`config.mk`:
```
export PLATFORM = sky130hd
export DESIGN_NAME = weight_mem_arbiter
export DESIGN_NICKNAME = d
export VERILOG_FILES = /design/src/rtl/weight_mem_pkg.sv /design/src/rtl/weight_ram.sv /design/src/rtl/weight_mem_arbiter.sv
export SDC_FILE = /design/constraint.sdc
export NUM_CORES = 1
export LEC_CHECK = 0
export ABC_AREA = 1
export CAP_MARGIN = 10
export CELL_PAD_IN_SITES_DETAIL_PLACEMENT = 0
export CELL_PAD_IN_SITES_GLOBAL_PLACEMENT = 1
export CORE_AREA = 2 2 126 128
export DETAILED_ROUTE_END_ITERATION = 7
export DIE_AREA = 0 0 128 130
export PLACE_DENSITY_LB_ADDON = 0.1
export SETUP_SLACK_MARGIN = 0.05
export SLEW_MARGIN = 10
export SYNTH_ARGS = -nofsm -noshare
export SYNTH_HDL_FRONTEND = slang
export SYNTH_SLANG_ARGS = --single-unit
```
`constraint.sdc`:
```
create_clock -name clk -period 3.5 [get_ports clk]
set_input_delay 0.875 -clock clk [delete_from_list [all_inputs] [get_ports clk]]
set_output_delay 0.875 -clock clk [all_outputs]
set_load 0.01 [all_outputs]
```
`src/rtl/weight_mem_pkg.sv`:
```
// weight_mem_pkg: FSM state type, round-robin picker and saturating adder for weight_mem_arbiter.
package weight_mem_pkg;

   typedef enum logic [2:0] {IDLE, RD_RESP, WB_ACK, RMW_RD, RMW_WR} state_t;

   localparam int MAX_CH = 8;

   // Returns {found, index}; lowest offset from ptr wins, wrapping at n channels.
   function automatic logic [3:0] rr_pick(input logic [MAX_CH-1:0] req, input logic [2:0] ptr, input int n);
      logic [3:0] r;
      logic [3:0] j;
      r = '0;
      for (int k = MAX_CH - 1; k >= 0; k--) begin
         j = {1'b0, ptr} + 4'(k);
         j = (j >= 4'(n)) ? j - 4'(n) : j;
         if (k < n && req[j[2:0]]) r = {1'b1, j[2:0]};
      end
      return r;
   endfunction

   function automatic logic signed [31:0] sat_add(input logic signed [31:0] a, input logic signed [31:0] b, input int w);
      logic signed [31:0] s, hi, lo;
      s = a + b;
      hi = (32'sd1 <<< (w - 1)) - 32'sd1;
      lo = -hi - 32'sd1;
      return (s > hi) ? hi : (s < lo) ? lo : s;
   endfunction

endpackage

```
`src/rtl/weight_ram.sv`:
```
// weight_ram: single-port synchronous-read weight RAM, write-first, contents not reset.
module weight_ram #(
   parameter int ADDR_W = 4,
   parameter int DW = 8
) (
   input  logic              clk,
   input  logic              we,
   input  logic [ADDR_W-1:0] addr,
   input  logic [DW-1:0]     wdata,
   output logic [DW-1:0]     rdata
);

   logic [DW-1:0] mem [2**ADDR_W];

   always_ff @(posedge clk) begin
      if (we) mem[addr] <= wdata;
      rdata <= we ? wdata : mem[addr];
   end

endmodule

```
`src/rtl/weight_mem_arbiter.sv`:
```
// weight_mem_arbiter: host-load / multi-channel round-robin weight memory controller.
// Define WMA_RMW_EN to turn write-backs into saturating read-modify-write updates.
module weight_mem_arbiter
   import weight_mem_pkg::*;
#(
   parameter int ADDR_W = 4,
   parameter int DW = 8,
   parameter int NCH = 2
) (
   input  logic                  clk,
   input  logic                  rst,
   input  logic                  phase_infer,
   input  logic                  host_we,
   input  logic [ADDR_W-1:0]     host_addr,
   input  logic [DW-1:0]         host_wdata,
   input  logic [NCH-1:0]        rd_req,
   input  logic [NCH*ADDR_W-1:0] rd_addr,
   output logic [NCH-1:0]        rd_valid,
   output logic [DW-1:0]         rd_data,
   input  logic [NCH-1:0]        wb_req,
   input  logic [NCH*ADDR_W-1:0] wb_addr,
   input  logic [NCH*DW-1:0]     wb_data,
   output logic [NCH-1:0]        wb_ack,
   output logic                  busy
);

   state_t            state;
   logic [2:0]        rd_ptr, wb_ptr, g_q;
   logic [ADDR_W-1:0] addr_q, ram_addr, rd_a, wb_a;
   logic [DW-1:0]     ram_wd, ram_q, wb_d;
   logic              ram_we;
   logic [3:0]        rd_pick, wb_pick;

   function automatic logic [2:0] nxt(input logic [2:0] g);
      return (g == 3'(NCH - 1)) ? 3'd0 : g + 3'd1;
   endfunction

   assign rd_pick = rr_pick(MAX_CH'(rd_req), rd_ptr, NCH);
   assign wb_pick = rr_pick(MAX_CH'(wb_req), wb_ptr, NCH);
   assign rd_a = rd_addr[rd_pick[2:0]*ADDR_W +: ADDR_W];
   assign wb_a = wb_addr[wb_pick[2:0]*ADDR_W +: ADDR_W];
   assign wb_d = wb_data[((state == IDLE) ? wb_pick[2:0] : g_q)*DW +: DW];

   // Responses are suppressed the moment the phase drops, not one cycle later.
   assign rd_valid = (state == RD_RESP && phase_infer) ? NCH'(1'b1) << g_q : '0;
   assign wb_ack = (state == WB_ACK && phase_infer) ? NCH'(1'b1) << g_q : '0;
   assign rd_data = (|rd_valid) ? ram_q : '0;
   assign busy = (state != IDLE);

`ifdef WMA_RMW_EN
   logic [DW-1:0] rmw_wd;
   assign rmw_wd = DW'(sat_add(32'(signed'(ram_q)), 32'(signed'(wb_d)), DW));
`endif

   always_comb begin
      ram_we = 1'b0;
      ram_addr = addr_q;
      ram_wd = wb_d;
      if (!phase_infer) begin
         ram_we = host_we;
         ram_addr = host_addr;
         ram_wd = host_wdata;
      end else if (state == IDLE) begin
         ram_addr = wb_pick[3] ? wb_a : rd_a;
`ifndef WMA_RMW_EN
         ram_we = wb_pick[3];
`endif
      end
`ifdef WMA_RMW_EN
      else if (state == RMW_WR) begin
         ram_we = 1'b1;
         ram_wd = rmw_wd;
      end
`endif
   end

   always_ff @(posedge clk) begin
      if (rst) begin
         state <= IDLE;
         rd_ptr <= '0;
         wb_ptr <= '0;
         g_q <= '0;
         addr_q <= '0;
      end else if (!phase_infer) begin
         state <= IDLE;
      end else begin
         case (state)
            IDLE: begin
               if (wb_pick[3]) begin
                  g_q <= wb_pick[2:0];
                  addr_q <= wb_a;
                  wb_ptr <= nxt(wb_pick[2:0]);
`ifdef WMA_RMW_EN
                  state <= RMW_RD;
`else
                  state <= WB_ACK;
`endif
               end else if (rd_pick[3]) begin
                  g_q <= rd_pick[2:0];
                  addr_q <= rd_a;
                  rd_ptr <= nxt(rd_pick[2:0]);
                  state <= RD_RESP;
               end
            end
`ifdef WMA_RMW_EN
            RMW_RD: state <= RMW_WR;
            RMW_WR: state <= WB_ACK;
`endif
            default: state <= IDLE;
         endcase
      end
   end

   weight_ram #(.ADDR_W(ADDR_W), .DW(DW)) u_ram (
      .clk(clk),
      .we(ram_we),
      .addr(ram_addr),
      .wdata(ram_wd),
      .rdata(ram_q)
   );

endmodule

```
Yosys cells after proc, flatten, opt, wreduce, memory -nomap -nowiden
Memories as Yosys holds them, arrays and structs flattened. A register that Yosys moved wholly into a read port is not among the register bits.
Index checks and enable logic that the tools add are counted.
{ "word_totals": {"ff_bits": 15, "latch_bits": 0, "ramBits": 128, "rom_bits": 0, "in_bits": 52, "output_inout_bits": 13, "word_cells": 81, "n_memories": 1} }
{ "mem_list": {"columns": ["memory", "depth", "word_bits", "rd", "rd_ports_with_merged_regs", "wr", "line", "text"], "rows": [
  ["u_ram.mem", 16, 8, 1, 1, 1, "weight_ram.sv:13", "logic [DW-1:0] mem [2**ADDR_W];"]
]} }
{ "op_classes": {"addsub": 8, "n_mul": 0, "div_mod_pow": 0, "order_cmp": 8, "n_eq_ne": 4, "shift": 4, "n_mux": 36, "bitwise": 3, "reduce_logical": 11} }
{ "ops": {"columns": ["op", "count"], "rows": [
  ["4-bit two-way mux", 9],
  ["3-bit two-way mux", 9],
  ["3-bit by 4-bit less-than comparator with 1-bit output (second input constant)", 4],
  ["8-bit two-way mux", 2],
  ["16-bit by 7-bit variable part select with 8-bit output", 1],
  ["8-bit by 6-bit variable part select with 4-bit output", 2],
  ["1-bit binary-select mux with 3-bit select", 4],
  ["3-bit by 2-bit subtractor with 3-bit output (second input constant)", 4],
  ["3-bit by 1-bit adder with 4-bit output (second input constant)", 2],
  ["4-bit by 2-bit greater-or-equal comparator with 1-bit output (second input constant)", 2],
  ["1-bit two-way mux", 8],
  ["2-bit two-way mux", 4],
  ["3-bit by 1-bit adder with 3-bit output (second input constant)", 2],
  ["3-bit by 1-bit == test with 1-bit output (second input constant)", 2],
  ["3-bit by 2-bit greater-or-equal comparator with 1-bit output (second input constant)", 2],
  ["3-bit AND reduction", 2],
  ["4-bit AND reduction", 1],
  ["4-bit OR reduction", 1],
  ["3-bit zero test", 1],
  ["1-bit NOT", 3],
  ["3-bit nonzero test", 1],
  ["3-bit OR reduction", 1],
  ["1-bit by 3-bit << shifter with 2-bit output (first input constant)", 1],
  ["2-bit by 1-bit == test with 1-bit output (second input constant)", 1],
  ["other kinds (4)", 5]
]} }

Logic depth before layout (Yosys ltp)
Gate-level depths: netlist of the first run.
{ "depth": {"ltp_word": 11, "mapped_depth": 18, "mapped_depth_nobuf": 18} }

Modules after synthesis
A second synthesis of the first run with hierarchy kept.
{ "unflattened": {"cells_unflattened": 831, "hier_area_um2": 7310.8} }
{ "modules_own_cells": {"columns": ["mod", "instances", "cells_each", "area_each_um2", "seq_area_each_um2"], "rows": [
  ["weight_ram", 1, 547, 5686.7, 3923.8],
  ["weight_mem_arbiter", 1, 284, 1624.1, 300.3]
]} }

Worst setup path before layout of the first run
Ideal clock, no wire load.
{ "synth_timing": {"kind": "in2out", "start": "input port phase_infer", "end": "output port rd_data[0]", "t_arrival_ns": 1.912, "required_time_ns": 2.625, "setup_slack_ns": 0.713, "cell_stages": 4, "path_buffers": 0, "path_cell_list": "clkinv_1 -> nor3_1 -> nand3_1 -> a211oi_1"} }
{ "synth_between": {"elab_chain_len": 4} }
{ "synth_lines": {"columns": ["item", "line", "text"], "rows": [
  ["from (decl)", "weight_mem_arbiter.sv:12", "input logic phase_infer,"],
  ["1-bit logical AND", "weight_mem_arbiter.sv:45", "assign rd_valid = (state == RD_RESP && phase_infer) ? NCH'(1'b1) << g_q : '0;"],
  ["2-bit two-way mux", "weight_mem_arbiter.sv:45", null],
  ["2-bit OR reduction", "weight_mem_arbiter.sv:47", "assign rd_data = (|rd_valid) ? ram_q : '0;"],
  ["8-bit two-way mux", "weight_mem_arbiter.sv:47", null],
  ["to (decl)", "weight_mem_arbiter.sv:19", "output logic [DW-1:0] rd_data,"]
]} }
Every way passes these cells.

Worst setup path after layout of the first run
{ "layout_timing": {"start": "input port phase_infer", "end": "output port rd_data[1]"} }
The elaborated chain is that of the path after synthesis.

==> flow_metrics.py, run 1 <==
metrics = {
    "power": {
        "power_density_nw_per_um2": 600,
        "power_leakage_nw": 3.45,
        "power_switching_mw": 1.42,
        "p_int_mw": 3.70,
        "pwr-share-comb_pct": 19.8,
        "clkPwrFrac_pct": 38.3,
        "vdd_drop_max_mv": 0.374,
        "switching_share_pct": 27.7,
        "seqPwrFrac_pct": 42.0,
        "power_mw": 5.12,
    },
    "sta": {
        "fmax_mhz": 299,
        "clock_skew_ps": 8.02,
        "period_share_pct": 95.5,
        "rsz0062_at_grt": "no",
        "min_period_ps": 3340,
        "setup_ws_ps": 156,
        "setup_violations": 0,
        "slew_headroom_pct": 63.9,
        "tightest_slew_ps": 541,
        "maxSlewViolCount": 0,
        "finalHoldViolations": 0,
        "hold_ws_ps": 472,
    },
    "placement": {
        "routabilityCongestion": 0.803,
        "dpl_cell_area_um2": 7860,
        "placedCellCount": 916,
        "dp_hpwl_mm": 10.6,
        "dp_slack_ps": -233,
        "port_buffers": 64,
    },
    "layout": {
        "layout_common_cells": "128 x edfxtp_1, 95 x nand2_1, 88 x inv_1",
        "synthToLayoutAreaGrowth_pct": 25.5,
        "drive_gt1_share_pct": 13.1,
        "layout_commonest_cell": "edfxtp_1",
        "diodes": 0,
        "instances_no_fill": 949,
        "fin_area_um2": 8530,
        "fin_nets": 806,
    },
    "clocking": {
        "cts_buffers": 17,
        "clock-root-buffer": "clkbuf_16",
        "ctsHoldBuffers": 0,
        "worstSkewPairLatency_ps": 420,
        "clkSlewWorstSetupHoldPaths_ps": 60,
        "cts_buffer_depth": 2,
        "cts_htree_levels": 4,
        "cts.sinks": 147,
        "cts_tree": "built",
    },
    "logic_synthesis": {
        "synthCells": 649,
        "synthFlopType": "edfxtp_1",
        "ys_seq_elements": 147,
        "yosys.area.top_type_share_pct": 56.5,
        "synthDistinctLibCells": 33,
        "yosysWarningCount": 0,
        "ys_async_sr_fraction_pct": 0,
        "avgSynthCellArea_um2": 10.5,
        "synth.area.top_cells": "edfxtp_1 57%, dfxtp_1 5.6%, nand2_1 5.2%",
        "syn_nets": 711,
        "yosysSeqAreaShare_pct": 62.1,
        "synth_area_um2": 6800,
        "synth_area_leader_cell": "edfxtp_1",
        "synth_edf_count": 128,
    },
    "global_routing": {
        "antenna_found_initial": 0,
        "grt_pass1_wl_mm": 24.5,
        "grt_pass1_vias": 4751,
        "grt_max_degree": 50,
        "grt_remaining_overflow": 0,
        "track_usage_pct": 19.8,
    },
    "die": {
        "die-area_um2": 16600,
        "core-area_um2": 15400,
        "die_h_um": 130,
        "fp.dieW_um": 128,
        "initial_core_util_pct": 44.1,
        "rows": 46,
        "num_io_pins": 65,
    },
    "job": {
        "cap_violations": 0,
    },
    "drt": {
        "drt_first_iter_violations": 270,
        "routed_via_density": 5.15,
        "drc": 0,
        "finalWirelength_mm": 15.8,
        "antenna_left": 0,
        "detail_route.wl_per_cell_um": 16.6,
        "dr.pass1.iters": 5,
        "num_vias": 4885,
    },
    "critical_path": {
        "start_kind": "input port",
        "crit_required_ps": 2620,
        "cp.arrival_ps": 2470,
        "critPathMaxFanout": 8,
        "path_class": "input port to output pin",
        "r2r_setup_slack_ps": 590,
        "end_kind": "output pin",
    },
    "run_status": {
        "outcome": "complete, no violations",
    },
    "hold_path": {
        "hp-class": "flip-flop to flip-flop",
    },
}
==> path summary, 6_finish.rpt <==
| check | start | end | depth (start not counted) |
|---|---|---|---|
| max | phase_infer | rd_data[1] | 7 |
| min | g_q[2] | g_q[2] | 2 |
| max reg2reg | wb_ptr[0] | u_ram.mem[5][2] | 16 |
| min reg2reg | g_q[2] | g_q[2] | 2 |
==> synth_stat cells (2+ instances only) <==
library cell and n:
o21ai_0 59, nor2_1 34, inv_2 5, clkinv_1 2, nand2_2 11, inv_1 89
nand3b_1 2, nor3_1 7, clkbuf_1 15, nor4_1 2, buf_1 4, mux2i_1 24
nand2_1 95, buf_2 5, a211oi_1 16, ha_1 10, a21oi_1 47, edfxtp_1 128
nor2_2 5, o211ai_1 28, nand3_1 31, dfxtp_1 19
==> power by group through the flow <==
stage / combinational, mW / clock [mW] / sequential [mW]
4_1_cts: 0.992 / 1.98 / 2.16
3_3_place_gp: 0.973 / 0 / 2.19
2_1_floorplan: 0.650 / 0 / 2.14
6_report: 1.01 / 1.96 / 2.15
5_1_grt: 1.13 / 2.04 / 2.16
3_5_place_dp: 0.989 / 0 / 2.19
==> through the flow <==
step / TNS (ps) / utilization, %
2_1_floorplan: 0 / -
3_3_place_gp: -852 / 51.0
3_5_place_dp: -1560 / 51.0
4_1_cts: 0 / 55.1
5_1_grt: 0 / 55.3
6_report: 0 / 55.3
==> sequential cells by signal, summed over array words and instances (netlist names), named ones only <==
register	flops
rd_ptr	3
state	2
u_ram.mem	128
g_q	3
wb_ptr	3
addr_q	4
==> kinds of logic after synthesis <==
kind of cell               Yosys count  synth area share [%]
AOI/OAI and AO/OA                  156                  13.4
xor gates and xnor gates             1                 0.129
adders and majority gates           10                  1.84
buffers and inverters              122                  6.97
DFF                                147                  62.1
muxes                               24                  3.53
and+or+nand+nor                    189                  12.0
==> what timing repair did <==
| action | CTS | global route |
|---|---|---|
| buffers inserted | 0 | 1 |
| pin swaps | 0 | 0 |
| gates resized for setup | 9 | 17 |
| setup endpoints to repair | 12 | 10 |
==> per-layer routing <==
metal	part of all wire, %	vias to the layer above	routed length, µm	global-route usage, %
met2	48	107	7630	33.7
li1	-	2452	-	-
met3	4.1	15	645	3.81
met1	46	2311	7280	25.5
met4	1.5	0	237	7.56
met5	0	-	0	0
==> critical path: stages <==
cell	delay (ps)
clkdlybuf4s50_1	460
clkinv_1	100
nor3_2	160
nand3_1	150
buf_4	210
a211oi_1	240
clkdlybuf4s15_1	270
==> area by class of cell <==
cell class / count / area, µm²
Clock buffer: 18 / 429
Clock inverter: 14 / 211
Fill cell: 1351 / 6890
Inverter: 97 / 370
Multi-Input combinational cell: 380 / 2110
Sequential cell: 147 / 4230
Tap cell: 192 / 240
Timing Repair Buffer: 101 / 941
Note: power is estimated with default switching activity, not from simulation.
==> run 2: changes to the inputs <==
- clock period: 3.5 -> 3.6 ns (I/O delays scaled with it)
==> flow_metrics.py, run 2 (synthesized netlist as in run 1, its figures left out) <==
metrics = {
    "job": {
        "cap_violations": 0,
    },
    "sta": {
        "rsz0062_at_grt": "yes",
        "slew_headroom_pct": 64.4,
        "maxSlewViolCount": 0,
        "hold_ws_ps": 474,
        "tightest_slew_ps": 533,
        "finalHoldViolations": 0,
        "period_share_pct": 94.7,
        "clock_skew_ps": 10.1,
        "fmax_mhz": 293,
        "min_period_ps": 3410,
        "setup_violations": 0,
        "fin_setup_tns_ps": 0,
    },
    "die": {
        "die_h_um": 130,
        "rows": 46,
        "fp.dieW_um": 128,
        "die-area_um2": 16600,
        "core-area_um2": 15400,
        "initial_core_util_pct": 44.1,
        "num_io_pins": 65,
    },
    "layout": {
        "drive_gt1_share_pct": 12.7,
        "layout_commonest_cell": "edfxtp_1",
        "final_util_pct": 55.2,
        "instances_no_fill": 950,
        "synthToLayoutAreaGrowth_pct": 25.3,
        "reg.largest.list": "u_ram.mem: 128 flops, addr_q: 4 flops",
        "fin_nets": 807,
        "largest_reg_flops": 128,
        "largest-register": "u_ram.mem",
        "diodes": 0,
        "layout_common_cells": "128 x edfxtp_1, 95 x nand2_1, 88 x inv_1",
    },
    "critical_path": {
        "critPathMaxFanout": 8,
        "cp.arrival_ps": 2510,
        "path_class": "input port to output pin",
        "crit_chain": "clkdlybuf4s50_1 > clkinv_1 > nor3_2 > nand3_1 > buf_4 > a211oi_1 > dlygate4sd2_1",
        "path_delay_family": "buffers and inverters",
        "slowest_delay_ps": 470,
        "path_buf_inv": 4,
        "crit_required_ps": 2700,
        "start_kind": "input port",
        "end_kind": "output pin",
        "cp_slowest_cell": "clkdlybuf4s50_1",
    },
    "power": {
        "power_switching_mw": 1.37,
        "switching_share_pct": 27.8,
        "power_mw": 4.92,
        "power_density_nw_per_um2": 577,
        "p_int_mw": 3.55,
        "pwr-share-comb_pct": 20.4,
        "seqPwrFrac_pct": 42.2,
        "vdd_drop_max_mv": 0.370,
        "power_leakage_nw": 3.44,
        "clkPwrFrac_pct": 37.4,
    },
    "drt": {
        "dr.pass1.iters": 5,
        "routed_via_density": 5.13,
        "drc": 0,
        "finalWirelength_mm": 15.9,
        "drt_first_iter_violations": 323,
        "num_vias": 4875,
        "detail_route.wl_per_cell_um": 16.8,
        "antenna_left": 0,
    },
    "clocking": {
        "worstSkewPairLatency_ps": 410,
        "clock-root-buffer": "clkbuf_16",
        "ctsHoldBuffers": 0,
        "cts_tree": "built",
        "cts_buffers": 17,
        "clkSlewWorstSetupHoldPaths_ps": 60,
        "cts_htree_levels": 4,
        "cts.sinks": 147,
        "cts_buffer_depth": 2,
        "cts_setup_buffers": 0,
    },
    "placement": {
        "dp_hpwl_mm": 10.8,
        "placedCellCount": 917,
        "routabilityCongestion": 0.839,
        "port_buffers": 64,
    },
    "run_status": {
        "outcome": "complete, no violations",
    },
    "hold_path": {
        "hp-class": "flip-flop to flip-flop",
    },
    "global_routing": {
        "grt_pass1_wl_mm": 24.8,
        "antenna_found_initial": 0,
        "track_usage_pct": 20.1,
        "grt_max_degree": 34,
        "grt_remaining_overflow": 0,
        "grt_pass1_vias": 4752,
    },
}
==> run 2: tightest hold or removal path, stage by stage (launching register included) <==
cell and delay (ps):
dfxtp_1 320, nand2_1 70, nor2_1 50
==> run 2: power by group through the flow <==
| stage | combinational [mW] | clock (mW) | sequential, mW |
|---|---|---|---|
| global placement | 0.983 | 0 | 2.10 |
| detailed placement | 0.998 | 0 | 2.11 |
| floorplan | 0.632 | 0 | 2.08 |
| global route | 1.12 | 1.94 | 2.08 |
| CTS | 1.01 | 1.87 | 2.07 |
| finish | 1.00 | 1.84 | 2.07 |
==> run 2: routing by layer <==
layer	up-vias	global-route usage [%]	share of wire, %
met1	2277	25.3	45
met4	0	8.02	2.5
met5	-	0	0
li1	2450	-	-
met2	127	34.4	49
met3	21	3.98	3.9
==> run 2: worst paths after layout <==
kind | start | end | slack [ps] | cells after the start
max | phase_infer | rd_data[3] | 190 | 7
min | g_q[2] | g_q[2] | 470 | 2
max reg2reg | wb_ptr[0] | u_ram.mem[6][6] | 770 | 16
min reg2reg | g_q[2] | g_q[2] | 470 | 2
==> run 2: repair_timing <==
item / CTS / global route
pin swaps: 0 / 0
gates resized for setup: 12 / 4
gates cloned: 1 / 0
endpoints found under the setup margin: 9 / 11
==> run 2: layout make-up <==
class                      count  area [µm²]
inverter                      97         370
sequential                   147        4230
tap                          192         240
fill                        1387        6900
multi-input combinational    380        2110
timing repair buffer         101         940
clock buffer                  19         443
timing repair inverter         1        7.51
clock inverter                13         183
==> run 2: metrics by stage <==
step           instance area (µm²)  worst slack (ps)
2_1_floorplan                 6800               763
3_3_place_gp                  7880             -48.2
3_5_place_dp                  7880              -163
4_1_cts                       8510              57.2
5_1_grt                       8520              66.1
6_report                      8520               191
==> run 3: changes to the inputs <==
- CORE_AREA: 2 2 126 128 -> 2 2 132 134
- DIE_AREA: 0 0 128 130 -> 0 0 134 136
- SYNTH_HIERARCHICAL: default -> 1
==> flow_metrics.py, run 3 <==
metrics = {
    "global_routing": {
        "grt_max_degree": 65,
        "antenna_found_initial": 0,
        "grt_pass1_wl_mm": 28.7,
        "track_usage_pct": 20.8,
        "grt_pass1_vias": 5641,
        "grt_remaining_overflow": 0,
    },
    "layout": {
        "layout_common_cells": "252 x nand2_1, 154 x inv_1, 134 x nand3_1",
        "fin_nets": 982,
        "num-fill-cells": 1513,
        "largest_reg_flops": 128,
        "diodes": 0,
        "seqCellArea_um2": 4230,
        "drive_gt1_share_pct": 8.79,
        "reg.largest.list": "u_ram/mem: 128 flops, addr_q: 4 flops",
        "synthToLayoutAreaGrowth_pct": 21.9,
        "layout_commonest_cell": "nand2_1",
        "multiInputGateArea_um2": 2290,
        "largest-register": "u_ram/mem",
    },
    "clocking": {
        "cts_tree": "built",
        "cts_htree_levels": 4,
        "clkSlewWorstSetupHoldPaths_ps": 60,
        "cts.sinks": 147,
        "cts_buffers": 17,
        "cts_buffer_depth": 2,
        "ctsHoldBuffers": 0,
        "clock-root-buffer": "clkbuf_16",
        "worstSkewPairLatency_ps": 440,
    },
    "critical_path": {
        "r2r_cells": 18,
        "critPathMaxFanout": 8,
        "crit_chain": "clkdlybuf4s50_1 > clkinv_1 > nor3_2 > nand3_1 > buf_4 > nor2_1 > clkdlybuf4s50_1",
        "crit_required_ps": 2700,
        "reg2reg_from": "rd_ptr[0]",
        "slowest_delay_ps": 540,
        "end_kind": "output pin",
        "path_class": "input port to output pin",
        "r2r_setup_slack_ps": 670,
        "cp.arrival_ps": 2570,
        "start_kind": "input port",
        "cp-startpoint": "phase_infer",
        "crit_top_cell": "clkdlybuf4s50_1",
        "cp_slowest_cell": "clkdlybuf4s50_1",
        "reg2reg_to": "u_ram/mem[3][5]",
    },
    "sta": {
        "slew_headroom_pct": 32.0,
        "tightest_slew_ps": 1010,
        "rsz0062_at_grt": "yes",
        "setup_ws_ps": 132,
        "finalHoldViolations": 0,
        "fmax_mhz": 288,
        "clock_skew_ps": 13.5,
        "min_period_ps": 3470,
        "maxSlewViolCount": 0,
        "period_share_pct": 96.3,
        "setup_violations": 0,
    },
    "job": {
        "cap_violations": 0,
    },
    "logic_synthesis": {
        "ys_seq_elements": 147,
        "yosys.area.top_type_share_pct": 52.6,
        "synthCells": 831,
        "yosysSeqAreaShare_pct": 57.8,
        "avgSynthCellArea_um2": 8.80,
        "syn_nets": 893,
        "yosysMostFrequentCell": "nand2_1",
        "synth.area.top_cells": "edfxtp_1 53%, nand2_1 13%, nand3_1 9.2%",
        "synthDistinctLibCells": 29,
        "synth_edf_count": 128,
        "synth_common_cells": "252 x nand2_1, 154 x inv_1, 134 x nand3_1",
        "ys_async_sr_fraction_pct": 0,
        "synth_area_leader_cell": "edfxtp_1",
        "synthFlopType": "edfxtp_1",
        "yosysWarningCount": 6,
        "synth_area_um2": 7310,
    },
    "placement": {
        "port_buffers": 64,
        "routabilityCongestion": 0.852,
        "dp_slack_ps": -3.89,
        "dp_hpwl_mm": 11.9,
    },
    "die": {
        "num_io_pins": 65,
        "die-area_um2": 18200,
        "fp.dieW_um": 134,
        "core-area_um2": 16900,
        "die_h_um": 136,
        "rows": 48,
        "initial_core_util_pct": 43.3,
    },
    "drt": {
        "detail_route.wl_per_cell_um": 15.4,
        "drt_first_iter_violations": 297,
        "finalWirelength_mm": 17.8,
        "num_vias": 5613,
        "routed_via_density": 4.85,
        "antenna_left": 0,
        "drc": 0,
        "dr.pass1.iters": 5,
    },
    "hold_path": {
        "holdPathStages": 2,
        "hold_path.startpoint": "g_q[1]",
        "hold_end": "g_q[1]",
        "hp-class": "flip-flop to flip-flop",
    },
    "power": {
        "vdd_drop_max_mv": 0.431,
        "power_mw": 4.94,
        "power_density_nw_per_um2": 555,
        "power_leakage_nw": 4.15,
    },
    "run_status": {
        "outcome": "complete, no violations",
    },
}
[run 3: changes by cell type after synthesis, moves of 9 or more]
cell | before | now
nand2_1 | 95 | 252
inv_1 | 89 | 154
a211oi_1 | 16 | 0
a21oi_1 | 47 | 11
nor2_1 | 34 | 43
o21ai_1 | 1 | 10
o211ai_1 | 28 | 0
nand3_1 | 31 | 134
o21ai_0 | 59 | 2
mux2i_1 | 24 | 0
clkbuf_1 | 15 | 1
[run 3: kinds of logic (layout without fill, tap and decap cells)]
logic type               count (synthesis)  count (layout)  synth area share [%]
AO/OA/AOI/OAI                           26              26                  1.95
adder cells (fa/ha/maj)                 10              10                  1.71
buffers and inverters                  187             289                  11.0
flip-flops                             147             147                  57.8
AND/OR/NAND/NOR                        461             461                  27.6
[run 3: timing repair]
item | 4_1_cts | 5_1_grt
hold endpoints to repair | 0 | 0
setup endpoints to repair | 3 | 8
buffers inserted | 0 | 1
gates resized for setup | 3 | 8
[run 3: metal layers]
metal | vias to the layer above | routed length (µm) | GRT usage (%)
met5 | - | 0 | 0
met4 | 0 | 354 | 7.57
met3 | 24 | 929 | 5.03
met2 | 156 | 8820 | 36.3
met1 | 2605 | 7710 | 25.2
li1 | 2828 | - | -
[run 3: through the flow]
step	cells	instance area (µm²)	utilization [%]	TNS, ps	hold WS, ps
after CTS	1157	8890	52.7	0	486
after global placement	1125	8320	49.3	0	451
final	1158	8910	52.8	0	481
after floorplan	831	7310	-	0	425
after global routing	1158	8910	52.8	0	507
after detailed placement	1125	8320	49.3	-3.89	446
[run 3: power by group]
part / internal (mW) / total, mW / switching, mW
registers: 2.03 / 2.08 / 0.0438
clock network: 1.01 / 1.71 / 0.699
logic: 0.376 / 1.15 / 0.779
total: 3.42 / 4.94 / 1.52
[run 3: worst max-delay path, delay by kind of cell]
kind	cells	cell delay [ps]
buffers and inverters	4	1300
AND/OR/NAND/NOR	3	370
[run 3: layout make-up]
| cell class | instances | share of cell area, % |
|---|---|---|
| inverter | 159 | 6.73 |
| timing repair buffer | 98 | 10.6 |
| clock inverter | 14 | 1.56 |
| multi-input combinational | 497 | 25.7 |
| sequential | 147 | 47.4 |
| tap | 225 | 3.16 |
| clock buffer | 18 | 4.82 |
[run 3: worst max path at each step]
| stage | slack, ps | cells past startpoint | to |
|---|---|---|---|
| floorplan | 860 | 13 | u_ram/mem[8][0] |
| global placement | 20 | 7 | rd_data[1] |
| detailed placement | -4 | 7 | rd_data[1] |
| CTS | 110 | 7 | rd_data[4] |
| global route | 40 | 7 | rd_data[2] |
| finish | 130 | 7 | rd_data[2] |
